[src/rtl/relogio_ajuste_ctrl.sv]
// Two-button time-set controller: captures HH:MM, steps hours then minutes, commits with LD.
// Define AUTO_REPEAT_EN to enable hold-to-repeat on btn_inc in the edit states.
module relogio_ajuste_ctrl #(
    parameter int unsigned TIMEOUT_CYC = 1000,
    parameter int unsigned BLINK_CYC   = 25,
    parameter int unsigned REPEAT_DLY  = 50,
    parameter int unsigned REPEAT_PER  = 10
) (
    input  logic       clk,
    input  logic       reset,
    input  logic       btn_mode,
    input  logic       btn_inc,
    input  logic [1:0] cur_h1,
    input  logic [3:0] cur_h0,
    input  logic [3:0] cur_m1,
    input  logic [3:0] cur_m0,
    output logic       LD,
    output logic [1:0] H_in1,
    output logic [3:0] H_in0,
    output logic [3:0] M_in1,
    output logic [3:0] M_in0,
    output logic       edit_hour,
    output logic       edit_min,
    output logic       blink
);

`ifdef AUTO_REPEAT_EN
    localparam bit RepeatEn = 1'b1;
`else
    localparam bit RepeatEn = 1'b0;
`endif

    localparam int unsigned IDLE_W   = $clog2(TIMEOUT_CYC);
    localparam int unsigned BLINK_W  = (BLINK_CYC > 1) ? $clog2(BLINK_CYC) : 1;
    localparam int unsigned HOLD_MAX = (REPEAT_DLY > REPEAT_PER) ? REPEAT_DLY : REPEAT_PER;
    localparam int unsigned HOLD_W   = (HOLD_MAX > 1) ? $clog2(HOLD_MAX) : 1;

    localparam logic [IDLE_W-1:0]  IDLE_LAST  = IDLE_W'(TIMEOUT_CYC - 1);
    localparam logic [BLINK_W-1:0] BLINK_LAST = BLINK_W'(BLINK_CYC - 1);
    localparam logic [HOLD_W-1:0]  DLY_LAST   = HOLD_W'(REPEAT_DLY - 1);
    localparam logic [HOLD_W-1:0]  PER_LAST   = HOLD_W'(REPEAT_PER - 1);

    typedef enum logic [1:0] {StRun, StEditH, StEditM, StCommit} state_e;

    state_e state_q, state_d;

    logic [1:0] mode_sync_q, inc_sync_q;
    logic       mode_prev_q, inc_prev_q;
    logic       mode_ev, inc_ev, inc_any, rep_ev;

    logic [1:0] h1_q, h1_d;
    logic [3:0] h0_q, h0_d, m1_q, m1_d, m0_q, m0_d;

    logic [IDLE_W-1:0]  idle_q, idle_d;
    logic [BLINK_W-1:0] bcnt_q, bcnt_d;
    logic               blink_q, blink_d;
    logic               edit_hour_q, edit_min_q;

    logic [HOLD_W-1:0] hold_q, hold_d;
    logic              hold_act_q, hold_act_d, hold_arm_q, hold_arm_d;

    logic hour_ok, min_ok, in_edit, entering_edit, next_edit;

    function automatic logic [5:0] hour_inc(input logic [1:0] t, input logic [3:0] u);
        if (t == 2'd2 && u == 4'd3) begin
            return 6'd0;
        end else if (u == 4'd9) begin
            return {t + 2'd1, 4'd0};
        end else begin
            return {t, u + 4'd1};
        end
    endfunction

    function automatic logic [7:0] min_inc(input logic [3:0] t, input logic [3:0] u);
        if (t == 4'd5 && u == 4'd9) begin
            return 8'd0;
        end else if (u == 4'd9) begin
            return {t + 4'd1, 4'd0};
        end else begin
            return {t, u + 4'd1};
        end
    endfunction

    assign mode_ev = mode_sync_q[1] & ~mode_prev_q;
    assign inc_ev  = inc_sync_q[1] & ~inc_prev_q;

    // Repeat fires after REPEAT_DLY cycles of hold, then every REPEAT_PER cycles.
    assign rep_ev  = RepeatEn & hold_act_q & inc_sync_q[1] &
                     (hold_q == (hold_arm_q ? PER_LAST : DLY_LAST));
    assign inc_any = inc_ev | rep_ev;

    assign hour_ok = (cur_h0 <= 4'd9) &&
                     ((cur_h1 < 2'd2) || (cur_h1 == 2'd2 && cur_h0 <= 4'd3));
    assign min_ok  = (cur_m1 <= 4'd5) && (cur_m0 <= 4'd9);

    assign in_edit       = (state_q == StEditH) || (state_q == StEditM);
    assign next_edit     = (state_d == StEditH) || (state_d == StEditM);
    assign entering_edit = next_edit && (state_d != state_q);

    always_comb begin
        state_d = state_q;
        h1_d    = h1_q;
        h0_d    = h0_q;
        m1_d    = m1_q;
        m0_d    = m0_q;
        idle_d  = idle_q;
        unique case (state_q)
            StRun: begin
                idle_d = '0;
                if (mode_ev) begin
                    {h1_d, h0_d} = hour_ok ? {cur_h1, cur_h0} : 6'd0;
                    {m1_d, m0_d} = min_ok ? {cur_m1, cur_m0} : 8'd0;
                    state_d      = StEditH;
                end
            end
            StEditH: begin
                if (mode_ev) begin
                    state_d = StEditM;
                    idle_d  = '0;
                end else if (inc_any) begin
                    {h1_d, h0_d} = hour_inc(h1_q, h0_q);
                    idle_d       = '0;
                end else if (idle_q == IDLE_LAST) begin
                    state_d = StRun;
                    idle_d  = '0;
                end else begin
                    idle_d = idle_q + IDLE_W'(1);
                end
            end
            StEditM: begin
                if (mode_ev) begin
                    state_d = StCommit;
                    idle_d  = '0;
                end else if (inc_any) begin
                    {m1_d, m0_d} = min_inc(m1_q, m0_q);
                    idle_d       = '0;
                end else if (idle_q == IDLE_LAST) begin
                    state_d = StRun;
                    idle_d  = '0;
                end else begin
                    idle_d = idle_q + IDLE_W'(1);
                end
            end
            StCommit: begin
                idle_d  = '0;
                state_d = StRun;
            end
            default: state_d = StRun;
        endcase
    end

    always_comb begin
        bcnt_d  = '0;
        blink_d = 1'b0;
        if (entering_edit) begin
            blink_d = 1'b1;
        end else if (next_edit) begin
            if (bcnt_q == BLINK_LAST) begin
                blink_d = ~blink_q;
            end else begin
                bcnt_d  = bcnt_q + BLINK_W'(1);
                blink_d = blink_q;
            end
        end
    end

    always_comb begin
        hold_d     = hold_q;
        hold_act_d = hold_act_q;
        hold_arm_d = hold_arm_q;
        if (!RepeatEn || (state_d != state_q) || !inc_sync_q[1] || !in_edit) begin
            hold_d     = '0;
            hold_act_d = 1'b0;
            hold_arm_d = 1'b0;
        end else if (inc_ev) begin
            hold_d     = '0;
            hold_act_d = 1'b1;
            hold_arm_d = 1'b0;
        end else if (hold_act_q) begin
            if (rep_ev) begin
                hold_d     = '0;
                hold_arm_d = 1'b1;
            end else begin
                hold_d = hold_q + HOLD_W'(1);
            end
        end
    end

    always_ff @(posedge clk or posedge reset) begin
        if (reset) begin
            state_q     <= StRun;
            mode_sync_q <= '0;
            inc_sync_q  <= '0;
            mode_prev_q <= 1'b0;
            inc_prev_q  <= 1'b0;
            h1_q        <= '0;
            h0_q        <= '0;
            m1_q        <= '0;
            m0_q        <= '0;
            idle_q      <= '0;
            bcnt_q      <= '0;
            blink_q     <= 1'b0;
            edit_hour_q <= 1'b0;
            edit_min_q  <= 1'b0;
            hold_q      <= '0;
            hold_act_q  <= 1'b0;
            hold_arm_q  <= 1'b0;
        end else begin
            state_q     <= state_d;
            mode_sync_q <= {mode_sync_q[0], btn_mode};
            inc_sync_q  <= {inc_sync_q[0], btn_inc};
            mode_prev_q <= mode_sync_q[1];
            inc_prev_q  <= inc_sync_q[1];
            h1_q        <= h1_d;
            h0_q        <= h0_d;
            m1_q        <= m1_d;
            m0_q        <= m0_d;
            idle_q      <= idle_d;
            bcnt_q      <= bcnt_d;
            blink_q     <= blink_d;
            edit_hour_q <= (state_d == StEditH);
            edit_min_q  <= (state_d == StEditM);
            hold_q      <= hold_d;
            hold_act_q  <= hold_act_d;
            hold_arm_q  <= hold_arm_d;
        end
    end

    assign LD        = (state_q == StCommit);
    assign H_in1     = h1_q;
    assign H_in0     = h0_q;
    assign M_in1     = m1_q;
    assign M_in0     = m0_q;
    assign edit_hour = edit_hour_q;
    assign edit_min  = edit_min_q;
    assign blink     = blink_q;

endmodule

[config.mk]
export PLATFORM = sky130hd
export DESIGN_NAME = relogio_ajuste_ctrl
export DESIGN_NICKNAME = d
export VERILOG_FILES = /design/src/rtl/relogio_ajuste_ctrl.sv
export SDC_FILE = /design/constraint.sdc
export NUM_CORES = 1
export LEC_CHECK = 0
export CAP_MARGIN = 20
export CORE_MARGIN = 3
export CORE_UTILIZATION = 54
export DETAILED_ROUTE_END_ITERATION = 6
export HOLD_SLACK_MARGIN = 0.12
export PLACE_DENSITY_LB_ADDON = 0.08
export RECOVER_POWER = 100
export SLEW_MARGIN = 20
export SYNTH_ARGS = -nofsm -noshare
export SYNTH_HDL_FRONTEND = slang
export SYNTH_SLANG_ARGS = --single-unit
[constraint.sdc]
create_clock -name clk -period 2.5 [get_ports clk]
set_clock_uncertainty 0.1 [all_clocks]
set_input_delay 0.625 -clock clk [delete_from_list [all_inputs] [get_ports clk]]
set_output_delay 0.625 -clock clk [all_outputs]
set_load 0.005 [all_outputs]
After elaboration in Yosys (flattened, before gate mapping)
Index checks and enable logic that the tools add are counted.
- $add $sub $neg: 6
- magnitude comparators: 5
- eq/ne operators: 22
- muxes and demuxes: 38
- bitwise operators: 5
- reduce and logical (&&, ||, !) cells: 17
- operator list (kind ; number):
    $mux 4 ; 9
    $mux 10 ; 3
    $mux 8 ; 3
    $pmux 4 s2 ; 3
    $pmux 10 s2 ; 1
    $mux 6 ; 3
    $mux 2 ; 8
    $mux 5 ; 3
    $add 4x1->4 const B ; 3
    $add 10x1->10 const B ; 1
    $eq 10x10->1 const B ; 1
    $eq 2x2->1 const B ; 5
    $ne 2x2->1 const B ; 5
    $reduce_and 5->1 ; 2
    $eq 4x4->1 const B ; 2
    $le 4x4->1 const B ; 2
    $pmux 2 s4 ; 1
    $reduce_and 4->1 ; 2
    $logic_and 1x1->1 ; 6
    $ne 3x1->1 const B ; 2
    $add 5x1->5 const B ; 1
    $eq 5x5->1 const B ; 1
    $eq 2x1->1 const B ; 2
    $eq 4x2->1 const B ; 1
    other kinds (15) ; 23
- bits in registers: 40
- output and inout bits: 18
- word-level logic and storage cells: 107

Longest topological paths before layout
Gate-level depths: netlist (run 1).
- depth after elaboration: 9
- depth in mapped cells: 11

Worst setup path before layout (run 1)
No wires, ideal clock.
- kind: register to register
- start: reg state_q[1]
- end: reg bcnt_q[3]
- arrival time: 1.968 ns
- path slack: 0.346 ns
- stages on the path, launching flop included: 12
- period minus slack after synthesis: 2.154 ns
- cell sequence: dfrtp_1 -> inv_1 -> ha_1 -> buf_2 -> nor3_1 -> a211oi_1 -> and2_1 -> ha_1 -> inv_1 -> and2_1 -> nand2_1 -> nor3_1
- word-level cells in the longest chain between the ends: 8
- elaborated cells on any way between the ends: 17
- classes of those cells: 6 x eq/ne; 8 x mux; 3 x reduce/logical
- ends and longest elaborated chain (what ; RTL line ; RTL):
    from (decl) ; 45 ; state_e state_q, state_d;
    from (signal assigned) ; 191 ; state_q <= StRun;
    from (signal assigned) ; 209 ; state_q <= state_d;
    $mux 2 ; 123, 137 ;
    $mux 2 ; 134 ; end else if (inc_any) begin
    $mux 2, on equally long branches ; 131, 117 ;
    $pmux 2 s4 ; 107 ; unique case (state_q)
    $eq 2x1->1 / $eq 2x2->1 (equally long branches) ; 97 ; assign next_edit = (state_d == StEditH) || (state_d == StEditM);
    $logic_or 1x1->1 ; 97 ;
    $mux 5 / $logic_and 1x1->1 (equally long branches) ; 157, 98 ;
    $mux 5 * ; 155 ; if (entering_edit) begin
    named net bcnt_d[3] ; 55 ; logic [BLINK_W-1:0] bcnt_q, bcnt_d;
    to (signal assigned) ; 219 ; bcnt_q <= bcnt_d;
    to (decl) ; 55 ;
Mark *: on every way through the listed nets, which the timed path passes. The rest lies on a longest branch.
A chain may end at the register's enable or synchronous reset.

Final worst setup path (run 1)
- start: reg state_q[0]
- end: reg bcnt_q[3]
The elaborated chain is that of the path after synthesis.

==> metrics.csv, run 1 <==
stage;metric;value;unit
min_path;Tightest Hold Check Type;reg -> reg;
synthesis;cell taking the most area after synthesis;dfrtp_1;
timing;share of the cycle needed by the critical path after routing;91.7;%
synthesis;number of synthesized flops with an enable pin;0;
synthesis;combined area of all synthesized cells;0.00231;mm²
outcome;run status;finished clean;
synthesis;share of synthesized cell area in and, or, nand and nor gates;22.4;%
timing;FMAX;436;MHz
worst_setup_path;Critical Path Max Stage Delay;0.44;ns
detailed_routing;number of vias per cell after detailed routing;5.63;
pwr;Final Total Pwr;2.47;mW
global_routing;total congestion overflow;0;
run;number of max-cap violations;0;
synthesis;Synth Area in Compound Gates;14.1;%
timing;setup repair after global routing missed its margin;no;
pwr;power per cell area;884;mW/mm²
synthesis;fraction of the mapped netlist area in adder cells;8.65;%
place;IO buf count;35;
pwr;clock share of power;15.1;%
global_routing;number of antenna violations at the first check in global routing;0;
worst_setup_path;critical-path cell with the highest stage delay;dfrtp_1;
die;height of the die;71.5;µm
clocking;CTS Root Buffer Type;clkbuf_8;
synthesis;instance count of the mapped netlist;230;
global_routing;wire length of the first global-routing pass;7.73;mm
place;placed instance count;314;
finish;proportion of layout cells with a drive suffix above 1;10.0;%
clocking;clock slew at the register clock pins of the worst setup and hold paths;0.07;ns
synthesis;Yosys top cell area share;43.3;%
clocking;number of CTS-inserted buffers;5;
worst_setup_path;Worst path top cell family by delay;simple AND/OR/NAND/NOR gates;
clocking;TritonCTS clock tree;done;
synthesis;synthesized area per cell;10.1;µm²
worst_setup_path;maximum fanout encountered on the critical timing path;9;
worst_setup_path;critical path endpoint category;register;
worst_setup_path;list of cells traversed by the critical path;inv_1 -> ha_2 -> nor3_1 -> a211oi_1 -> and2_1 -> ha_1 -> inv_1 -> and2_1 -> nand2_1 -> nor3_1;
synthesis;Netlist cell types;53;
timing;Max transition margin;36.1;%
pwr;switching share of power;36.7;%
worst_setup_path;critical path data required time;2.61;ns
global_routing;largest net degree at the start of global routing;41;
pwr;internal power contribution;1.56;mW
clocking;worst-skew pair later-pin latency;0.29;ns
detailed_routing;DRC errors left;0;
timing;shortest clock period the worst path allows after layout;2.29;ns
synthesis;Async S/R FF share, synth;100;%
clocking;buffer count from post-CTS setup fixing;0;
timing;Setup violations, final;0;
detailed_routing;antenna-violating nets left;0;
pwr;switching power summed over all nets;905;µW
die;placeable core area;0.00406;mm²
timing;setup slack after layout;0.207;ns
die;initial core utilization;57.0;%
timing;setup TNS;0;ns
synthesis;Post-Synthesis Net Count;264;
clocking;number of sinks driven by the clock tree;40;
timing;Final Slew Violations;0;
finish;Final #Nets;305;
synthesis;Synth Area in XOR/XNOR;4.92;%
synthesis;prevailing post-synth register cell;dfrtp_1;
synthesis;library cell with the highest instance count after synthesis;dfrtp_1;
finish;area growth from synthesis to layout;20.5;%
synthesis;largest family of logic cells by synthesized area;simple AND/OR/NAND/NOR gates;
clocking;Max Buffers Root-to-Sink;2;
synthesis;share of synthesized area occupied by flip-flops and latches;43.3;%
detailed_routing;router iterations before antenna repair;4;
pwr;leakage power figure;1.20;nW
timing;final hold violation count;0;
finish;final antenna diode count;0;
pwr;Peak VDD IR;537;µV
detailed_routing;initial drt markers;38;
synthesis;number of synthesis warnings;0;
place;placed wire-length estimate;3.24;mm
global_routing;vias in the first global route;1773;
synthesis;number of storage elements in the synthesis netlist;40;
worst_setup_path;Crit path arrival time;2.40;ns
worst_setup_path;startpoint class of the critical path;register;
worst_setup_path;worst reg2reg setup slack;0.21;ns
synthesis;cell types with the highest counts after synthesis;40 x dfrtp_1, 20 x nand2_1, 18 x nor2_1, 17 x nand3_1, 16 x ha_1;
pwr;share of total power in combinational logic;44.6;%
synthesis;mux cell area share after synthesis;2.92;%
finish;Final Instance Count excl. Fillers;319;
clocking;number of H-tree levels;2;
pwr;Reg power frac;40.2;%
global_routing;Total Routing Usage GR;18.8;%
place;Placement Setup Slack;0.0549;ns
worst_setup_path;worst setup path category;reg -> reg;
die;overall die width;71.5;µm
detailed_routing;wirelength, routed;4.31;mm
timing;Worst-Margin Slew;0.959;ns
detailed_routing;post-DR wirelength/cell;13.5;µm
die;Row Count;23;
finish;Layout fillers;336;
synthesis;biggest area contributors in the synthesized netlist;dfrtp_1 43%, ha_1 8.7%, xnor2_1 3.8%;
detailed_routing;via count;1797;
worst_setup_path;Buffers & Inverters on Critical Path;2;
place;routability congestion estimate;0.813;
die;top-level port count;36;
die;Die ar.;0.00511;mm²
[worst register-to-register path, stage by stage, from the launching register on]
cell      delay (ns)
dfrtp_1         0.44
inv_1           0.15
ha_2            0.30
nor3_1          0.07
a211oi_1        0.29
and2_1          0.18
ha_1            0.25
inv_1           0.09
and2_1          0.14
nand2_1         0.06
nor3_1          0.13
[cells in the final DEF, fill, tap and decap left out, drive strengths merged, types with 2 or more instances in the layout]
cell type and instances:
ha 16, inv 14, nand2b 6, and4 2, a31oi 3, clkdlybuf4s50 14, o21ai 9, nand2 20
nor3b 2, nand4 3, xor2 3, o221ai 2, o22ai 2, o2bb2ai 4, buf 3, a21oi 3
nand3 17, o21a 3, and4b 2, dlygate4sd3 21, nor2 18, and2 4, xnor2 10, mux2 6
clkbuf 7, nor4 2, nor3 8, dfrtp 40, nor2b 2
[routing by layer]
layer | vias up | GRT usage, % | part of all wire (%)
li1 | 905 | - | -
met1 | 852 | 22.8 | 44
met2 | 34 | 32.8 | 50
met3 | 6 | 4.35 | 4.1
met4 | 0 | 6.68 | 1.6
met5 | - | 0 | 0
[power by group through the flow]
stage,Combinational [mW],Clock (mW),Sequential (mW)
floorplan,0.750,0,0.981
global placement,1.15,0,1.00
detailed placement,1.17,0,1.01
CTS,1.17,0.388,0.995
global route,1.25,0.408,1.03
finish,1.10,0.373,0.991
[timing repair]
action,CTS,global route
setup endpoints to repair,0,5
resized for setup,0,5
hold buffers,0,0
[final timing paths]
path                                         start  depth (start not counted)                       to
setup / recovery              state_q[0]$_DFF_PP0_                         10      bcnt_q[3]$_DFF_PP0_
min in group asynchronous                    reset                          3      idle_q[2]$_DFF_PP0_
hold / removal             inc_sync_q[0]$_DFF_PP0_                          0  inc_sync_q[1]$_DFF_PP0_
setup reg to reg              state_q[0]$_DFF_PP0_                         10      bcnt_q[3]$_DFF_PP0_
hold reg to reg            inc_sync_q[0]$_DFF_PP0_                          0  inc_sync_q[1]$_DFF_PP0_
max in group asynchronous                    reset                          3     state_q[1]$_DFF_PP0_
[through the flow]
stage               area, µm²  util (%)  hold slack (ns)
detailed placement       2730      67.3            0.237
finish                   2790      68.7            0.249
CTS                      2800      68.9            0.252
global placement         2730      67.3            0.232
floorplan                2310         -            0.231
global route             2790      68.7            0.260
[sequential cells by signal, indices dropped and copies added (netlist names), 2 cells and up]
| name | flops |
|---|---|
| inc_sync_q | 2 |
| mode_sync_q | 2 |
| H_in1 | 2 |
| M_in0 | 4 |
| M_in1 | 4 |
| H_in0 | 4 |
| idle_q | 10 |
| state_q | 2 |
| bcnt_q | 5 |
[cell type report]
cell class                      instances  area [µm²]  share of cell area, %
Multi-Input combinational cell        170        1220                   43.8
Sequential cell                        40        1000                   36.0
Timing Repair Buffer                   40         382                   13.7
Clock buffer                            5        68.8                   2.47
Tap cell                               50        62.6                   2.24
Inverter                               14        52.6                   1.89
[logic make-up (layout without fill, tap and decap cells)]
logic type / count (synthesis) / after routing
and+or+nand+nor: 95 / 95
AOI/OAI and AO/OA: 40 / 40
DFF: 40 / 40
buffers and inverters: 20 / 59
adders and majority gates: 16 / 16
xor gates and xnor gates: 13 / 13
muxes: 6 / 6
No activity file was read; power rests on OpenSTA's default activity.
==> inputs of run 2 (changes only) <==
==> constraint.sdc (replaced) <==
create_clock -name clk -period 2.58 [get_ports clk]
set_clock_uncertainty 0.1 [all_clocks]
set_input_delay 0.645 -clock clk [delete_from_list [all_inputs] [get_ports clk]]
set_output_delay 0.645 -clock clk [all_outputs]
set_load 0.005 [all_outputs]
==> run 2 against run 1 <==
Compared with the run above:
- maximum frequency down 1.7%
- largest power group unchanged
- cell area down 0.40%
- sequential cell count stayed put
- combinational power shrank 5%
- worst setup slack improved by 0.041 ns
- sequential power fell by 3.3%
==> metrics.csv, run 2 (same netlist as run 1, synthesis figures left out) <==
stage;metric;value;unit;change
worst_setup_path;critical path data required time;2.66;ns;+0.05 ns
clocking;CTS Root Buffer Type;clkbuf_8;;
global_routing;met1 demand-to-capacity share in global routing;21.3;%;-1.5 points
clocking;buffer count from post-CTS setup fixing;0;;unchanged
clocking;number of CTS-inserted buffers;5;;unchanged
timing;Worst-Margin Slew;0.972;ns;+0.0125 ns
worst_setup_path;maximum fanout encountered on the critical timing path;9;;unchanged
timing;Setup violations, final;0;;unchanged
worst_setup_path;list of cells traversed by the critical path;inv_1 -> ha_1 -> clkbuf_1 -> nor4bb_1 -> a31o_2 -> nand2_1 -> mux2_2;;
worst_setup_path;Worst path top cell family by delay;flip-flops;;
detailed_routing;router iterations before antenna repair;4;;unchanged
clocking;clock slew at the register clock pins of the worst setup and hold paths;0.07;ns;about the same
outcome;run status;finished clean;;
finish;proportion of layout cells with a drive suffix above 1;8.89;%;-1.1 points
die;top-level port count;36;;unchanged
timing;WHS;0.250;ns;+0.00131 ns
detailed_routing;via count;1815;;+1.0%
timing;setup repair after global routing missed its margin;no;;
global_routing;total congestion overflow;0;;unchanged
timing;Max transition margin;35.2;%;-0.83 points
die;overall die width;71.5;µm;unchanged
finish;commonest cells after routing, fill and taps aside;40 x dfrtp_1, 22 x dlygate4sd3_1, 20 x nand2_1;;
detailed_routing;antenna-violating nets left;0;;unchanged
clocking;number of H-tree levels;2;;unchanged
run;number of max-cap violations;0;;unchanged
timing;final hold violation count;0;;unchanged
worst_setup_path;critical-path cell with the highest stage delay;dfrtp_1;;
global_routing;wire length of the first global-routing pass;7.37;mm;-4.6%
timing;shortest clock period the worst path allows after layout;2.33;ns;+0.0387 ns
die;placeable core area;0.00406;mm²;unchanged
worst_setup_path;worst setup path category;reg -> reg;;
die;Row Count;23;;unchanged
finish;largest reg by FF count;idle_q;;
finish;most common library cell in the layout ignoring fill and taps;dfrtp_1;;
clocking;number of sinks driven by the clock tree;40;;unchanged
die;height of the die;71.5;µm;unchanged
worst_setup_path;Critical Path Max Stage Delay;0.50;ns;+0.06 ns
timing;setup slack after layout;0.249;ns;+0.0413 ns
place;Placement Setup Slack;0.154;ns;+0.0992 ns
clocking;worst-skew pair later-pin latency;0.29;ns;about the same
place;placed wire-length estimate;3.15;mm;-2.8%
die;Die ar.;0.00511;mm²;unchanged
clocking;TritonCTS clock tree;done;;
place;routability congestion estimate;0.860;;+5.8%
pwr;leakage power figure;1.20;nW;about the same
detailed_routing;post-DR wirelength/cell;13.4;µm;-1.2%
global_routing;vias in the first global route;1705;;-3.8%
detailed_routing;DRC errors left;0;;unchanged
pwr;Final Total Pwr;2.40;mW;-2.8%
place;IO buf count;35;;unchanged
finish;registers with the most flip-flops;idle_q x10, bcnt_q x5;;
detailed_routing;initial drt markers;72;;+89%
global_routing;largest net degree at the start of global routing;41;;unchanged
global_routing;GR peak layer;met2;;
worst_setup_path;critical path endpoint category;register;;
finish;Final #Nets;304;;-0.33%
clocking;hold buffer count at cts;0;;unchanged
global_routing;Total Routing Usage GR;17.9;%;-0.89 points
pwr;Peak VDD IR;500;µV;-6.9%
finish;final non-filler cell area;0.00278;mm²;-0.40%
finish;final antenna diode count;0;;unchanged
timing;setup TNS;0;ns;unchanged
worst_setup_path;Crit path arrival time;2.41;ns;about the same
detailed_routing;wirelength, routed;4.28;mm;-0.90%
min_path;Tightest Hold Check Type;reg -> reg;;
global_routing;number of antenna violations at the first check in global routing;0;;unchanged
die;initial core utilization;57.0;%;unchanged
finish;number of flip-flops in the largest register;10;;unchanged
place;placed cell areas;0.00272;mm²;-0.28%
clocking;Max Buffers Root-to-Sink;2;;unchanged
worst_setup_path;Buffers & Inverters on Critical Path;2;;unchanged
detailed_routing;number of vias per cell after detailed routing;5.67;;+0.69%
timing;Final Slew Violations;0;;unchanged
finish;area growth from synthesis to layout;20.0;%;
global_routing;met3 demand-to-capacity share in global routing;5.19;%;+0.84 points
timing;share of the cycle needed by the critical path after routing;90.4;%;-1.3 points
finish;Layout fillers;349;;+3.9%
global_routing;met2 Usage GRT;31.5;%;-1.2 points
pwr;power per cell area;863;mW/mm²;-2.4%
timing;FMAX;429;MHz;-1.7%
worst_setup_path;startpoint class of the critical path;register;;
-- run 2: final timing paths --
check,start,endpoint,slack [ns],cells after the start
worst max-delay path,state_q[1]$_DFF_PP0_,H_in1[1]$_DFFE_PP0P_,0.25,7
worst min-delay path,inc_sync_q[0]$_DFF_PP0_,inc_sync_q[1]$_DFF_PP0_,0.25,0
worst max register to register,state_q[1]$_DFF_PP0_,H_in1[1]$_DFFE_PP0P_,0.25,7
worst min register to register,inc_sync_q[0]$_DFF_PP0_,inc_sync_q[1]$_DFF_PP0_,0.25,0
max in group asynchronous,reset,mode_sync_q[1]$_DFF_PP0_,0.79,3
min in group asynchronous,reset,idle_q[6]$_DFF_PP0_,0.99,3
-- run 2: repair_timing --
| action | in CTS | in global routing |
|---|---|---|
| endpoints found under the setup margin | 0 | 3 |
| endpoints found under the hold margin | 0 | 0 |
| resized for setup | 0 | 4 |
-- run 2: worst reg2reg max path, stage by stage, from the launching register on --
cell	delay (ns)
dfrtp_1	0.50
inv_1	0.11
ha_1	0.26
clkbuf_1	0.23
nor4bb_1	0.40
a31o_2	0.22
nand2_1	0.10
mux2_2	0.30
-- run 2: layout make-up --
class / count / area, µm² / area share [%]
Clock inverter: 1 / 5.00 / 0.180
Sequential cell: 40 / 1000 / 36.1
Timing Repair Buffer: 39 / 374 / 13.5
Multi-Input combinational cell: 170 / 1210 / 43.5
Clock buffer: 6 / 72.6 / 2.61
Tap cell: 50 / 62.6 / 2.25
Inverter: 14 / 52.6 / 1.89
-- run 2: power by group --
part | leakage [nW] | total [mW] | internal (mW) | switching (mW)
logic | 0.633 | 1.05 | 0.542 | 0.512
registers | 0.523 | 0.958 | 0.783 | 0.174
clock network | 0.0410 | 0.385 | 0.184 | 0.202
total | 1.20 | 2.40 | 1.51 | 0.888
-- run 2: layer usage --
metal | wire [µm] | vias up
li1 | - | 903
met1 | 2000 | 877
met2 | 2040 | 28
met3 | 175 | 7
met4 | 57 | 0
met5 | 0 | -
-- run 2: through the flow --
stage	util (%)	std cells
after detailed placement	67.1	313
final	68.4	320
after global routing	68.4	320
after CTS	69.0	320
after floorplan	-	230
after global placement	67.1	313
==> inputs of run 3 (changes only) <==
--- a/config.mk
+++ b/config.mk
@@ -8,10 +8,13 @@
 export CAP_MARGIN = 20
 export CORE_MARGIN = 3
 export CORE_UTILIZATION = 54
+export CTS_CLUSTER_DIAMETER = 100
 export DETAILED_ROUTE_END_ITERATION = 6
+export GPL_TIMING_DRIVEN = 0
 export HOLD_SLACK_MARGIN = 0.12
 export PLACE_DENSITY_LB_ADDON = 0.08
 export RECOVER_POWER = 100
+export SETUP_SLACK_MARGIN = 0.15
 export SLEW_MARGIN = 20
 export SYNTH_ARGS = -nofsm -noshare
 export SYNTH_HDL_FRONTEND = slang
==> run 3 against run 2 <==
Compared with the run above:
- first-iteration DRC count fell by 47%
- core utilization rose by 3.2 points
- clock power rose by 32%
- worst setup slack improved by 0.0038 ns
- sequential share of layout area fell by 1.5 points
- non-clock buffer count rose by 5
- hold slack improved by 0.0023 ns
- critical path depth did not move
- critical path type unchanged
==> metrics.csv, run 3 (same netlist as run 1, synthesis figures left out) <==
stage;metric;value;unit;change
outcome;run status;finished clean;;
timing;share of the cycle needed by the critical path after routing;90.2;%;-0.15 points
worst_setup_path;list of cells traversed by the critical path;inv_1 -> ha_1 -> buf_6 -> nor3b_2 -> a31oi_4 -> or4_1 -> nand3_1;;
worst_setup_path;worst setup path category;reg -> reg;;
global_routing;wire length of the first global-routing pass;7.56;mm;+2.6%
finish;registers with the most flip-flops;idle_q x10, bcnt_q x5;;
clocking;number of CTS-inserted buffers;5;;unchanged
place;placed wire-length estimate;3.22;mm;+2.1%
timing;setup repair after global routing missed its margin;no;;
timing;WHS;0.253;ns;+0.00229 ns
finish;number of flip-flops in the largest register;10;;unchanged
pwr;switching share of power;36.4;%;-0.63 points
pwr;switching power summed over all nets;967;µW;+8.9%
finish;Final #Nets;309;;+1.6%
pwr;Reg power frac;36.1;%;-3.9 points
die;Row Count;23;;unchanged
timing;Final Slew Violations;0;;unchanged
finish;area occupied by registers;0.00100;mm²;+0.25%
finish;final antenna diode count;0;;unchanged
worst_setup_path;critical-path cell with the highest stage delay;or4_1;;
pwr;Final Total Pwr;2.65;mW;+11%
clocking;TritonCTS clock tree;done;;
worst_setup_path;Worst path top cell family by delay;simple AND/OR/NAND/NOR gates;;
timing;final hold violation count;0;;unchanged
worst_setup_path;critical path endpoint category;register;;
min_path;Tightest Hold Check Type;reg -> reg;;
die;top-level port count;36;;unchanged
die;height of the die;71.5;µm;unchanged
timing;Max transition margin;48.9;%;+14 points
global_routing;vias in the first global route;1719;;+0.82%
finish;final non-filler cell area;0.00291;mm²;+4.7%
die;overall die width;71.5;µm;unchanged
global_routing;largest net degree at the start of global routing;32;;-22%
finish;multi-input logic area;0.00127;mm²;+5.1%
global_routing;Total Routing Usage GR;18.2;%;+0.30 points
clocking;worst-skew pair later-pin latency;0.29;ns;about the same
worst_setup_path;maximum fanout encountered on the critical timing path;9;;unchanged
worst_setup_path;critical path data required time;2.71;ns;+0.05 ns
finish;commonest cells after routing, fill and taps aside;38 x dfrtp_1, 21 x dlygate4sd3_1, 20 x nand2_1;;
clocking;CTS Root Buffer Type;clkbuf_8;;
clocking;clock slew at the register clock pins of the worst setup and hold paths;0.08;ns;about the same
finish;post-layout util;71.7;%;+3.2 points
place;placed instance count;316;;+0.96%
die;initial core utilization;57.0;%;unchanged
global_routing;number of antenna violations at the first check in global routing;0;;unchanged
detailed_routing;DRC errors left;0;;unchanged
worst_setup_path;Buffers & Inverters on Critical Path;2;;unchanged
die;Die ar.;0.00511;mm²;unchanged
detailed_routing;via count;1807;;-0.44%
detailed_routing;antenna-violating nets left;0;;unchanged
worst_setup_path;startpoint class of the critical path;register;;
worst_setup_path;Crit path arrival time;2.46;ns;+0.05 ns
timing;Worst-Margin Slew;0.766;ns;-0.206 ns
detailed_routing;wirelength, routed;4.46;mm;+4.3%
finish;Layout fillers;323;;-7.4%
finish;area growth from synthesis to layout;25.7;%;
global_routing;total congestion overflow;0;;unchanged
clocking;number of sinks driven by the clock tree;40;;unchanged
pwr;share of total power in combinational logic;44.7;%;+0.7 points
finish;Final Instance Count excl. Fillers;326;;+1.9%
timing;FMAX;430;MHz;+0.16%
timing;Setup violations, final;0;;unchanged
worst_setup_path;worst reg2reg setup slack;0.25;ns;about the same
clocking;Max Buffers Root-to-Sink;2;;unchanged
pwr;internal power contribution;1.69;mW;+12%
clocking;number of H-tree levels;2;;unchanged
detailed_routing;number of vias per cell after detailed routing;5.54;;-2.3%
run;number of max-cap violations;0;;unchanged
place;IO buf count;35;;unchanged
finish;most common library cell in the layout ignoring fill and taps;dfrtp_1;;
place;placed cell areas;0.00275;mm²;+0.92%
timing;shortest clock period the worst path allows after layout;2.33;ns;-0.00381 ns
finish;proportion of layout cells with a drive suffix above 1;13.0;%;+4.2 points
pwr;Peak VDD IR;726;µV;+45%
detailed_routing;router iterations before antenna repair;4;;unchanged
finish;largest reg by FF count;idle_q;;
detailed_routing;initial drt markers;38;;-47%
pwr;power per cell area;913;mW/mm²;+5.7%
pwr;leakage power figure;1.23;nW;+3.1%
worst_setup_path;Critical Path Max Stage Delay;0.54;ns;+0.04 ns
die;placeable core area;0.00406;mm²;unchanged
place;routability congestion estimate;0.819;;-4.7%
detailed_routing;post-DR wirelength/cell;13.7;µm;+2.4%
pwr;clock share of power;19.1;%;+3.0 points
==> run 3: cell count changes in the layout (fill, tap and decap cells not counted), sizes merged <==
cell | previous run | this run
buf | 2 | 4
clkbuf | 8 | 10
bufinv | 0 | 1
clkdlybuf4s50 | 13 | 14
clkinvlp | 0 | 1
dlygate4sd3 | 22 | 21
==> run 3: final timing paths <==
kind | from | endpoint | cells past startpoint
min reg2reg | mode_sync_q[0]$_DFF_PP0_ | mode_sync_q[1]$_DFF_PP0_ | 0
min | mode_sync_q[0]$_DFF_PP0_ | mode_sync_q[1]$_DFF_PP0_ | 0
max reg2reg | state_q[0]$_DFF_PP0_ | M_in1[3]$_DFFE_PP0P_ | 7
max | state_q[0]$_DFF_PP0_ | M_in1[3]$_DFFE_PP0P_ | 7
max in group asynchronous | reset | state_q[1]$_DFF_PP0_ | 3
min in group asynchronous | reset | bcnt_q[3]$_DFF_PP0_ | 2
==> run 3: metrics by stage <==
step | setup slack (ns) | TNS (ns)
floorplan | 0.426 | 0
finish | 0.253 | 0
global route | 0.101 | 0
CTS | 0.189 | 0
global placement | 0.0556 | 0
detailed placement | -0.0164 | -0.0326
==> run 3: area by class of cell <==
class	instances	share of cell area [%]
buffer	6	1.29
clock inverter	3	1.46
sequential	40	34.5
multi-input combinational	170	43.7
clock buffer	5	2.37
timing repair buffer	38	12.7
inverter	14	1.81
tap	50	2.15
==> run 3: metal layers <==
| layer | up-vias | track usage, % | share of wire, % |
|---|---|---|---|
| met4 | 0 | 6.26 | 1.1 |
| li1 | 915 | - | - |
| met2 | 28 | 31.5 | 50 |
| met1 | 858 | 23.0 | 45 |
| met5 | - | 0 | 0 |
| met3 | 6 | 3.23 | 3.3 |
==> run 3: power groups by stage <==
stage / clock, mW / sequential (mW) / combinational (mW)
after detailed placement: 0 / 0.976 / 1.15
after floorplan: 0 / 0.951 / 0.726
after CTS: 0.517 / 0.968 / 1.17
after global routing: 0.543 / 0.996 / 1.34
final: 0.507 / 0.959 / 1.19
after global placement: 0 / 0.972 / 1.12
==> run 3: timing repair <==
| action | CTS | global route |
|---|---|---|
| resized for setup | 5 | 9 |
| pin swaps | 0 | 1 |
| hold buffers | 0 | 0 |
| buffers inserted | 0 | 2 |
| setup endpoints to repair | 5 | 3 |
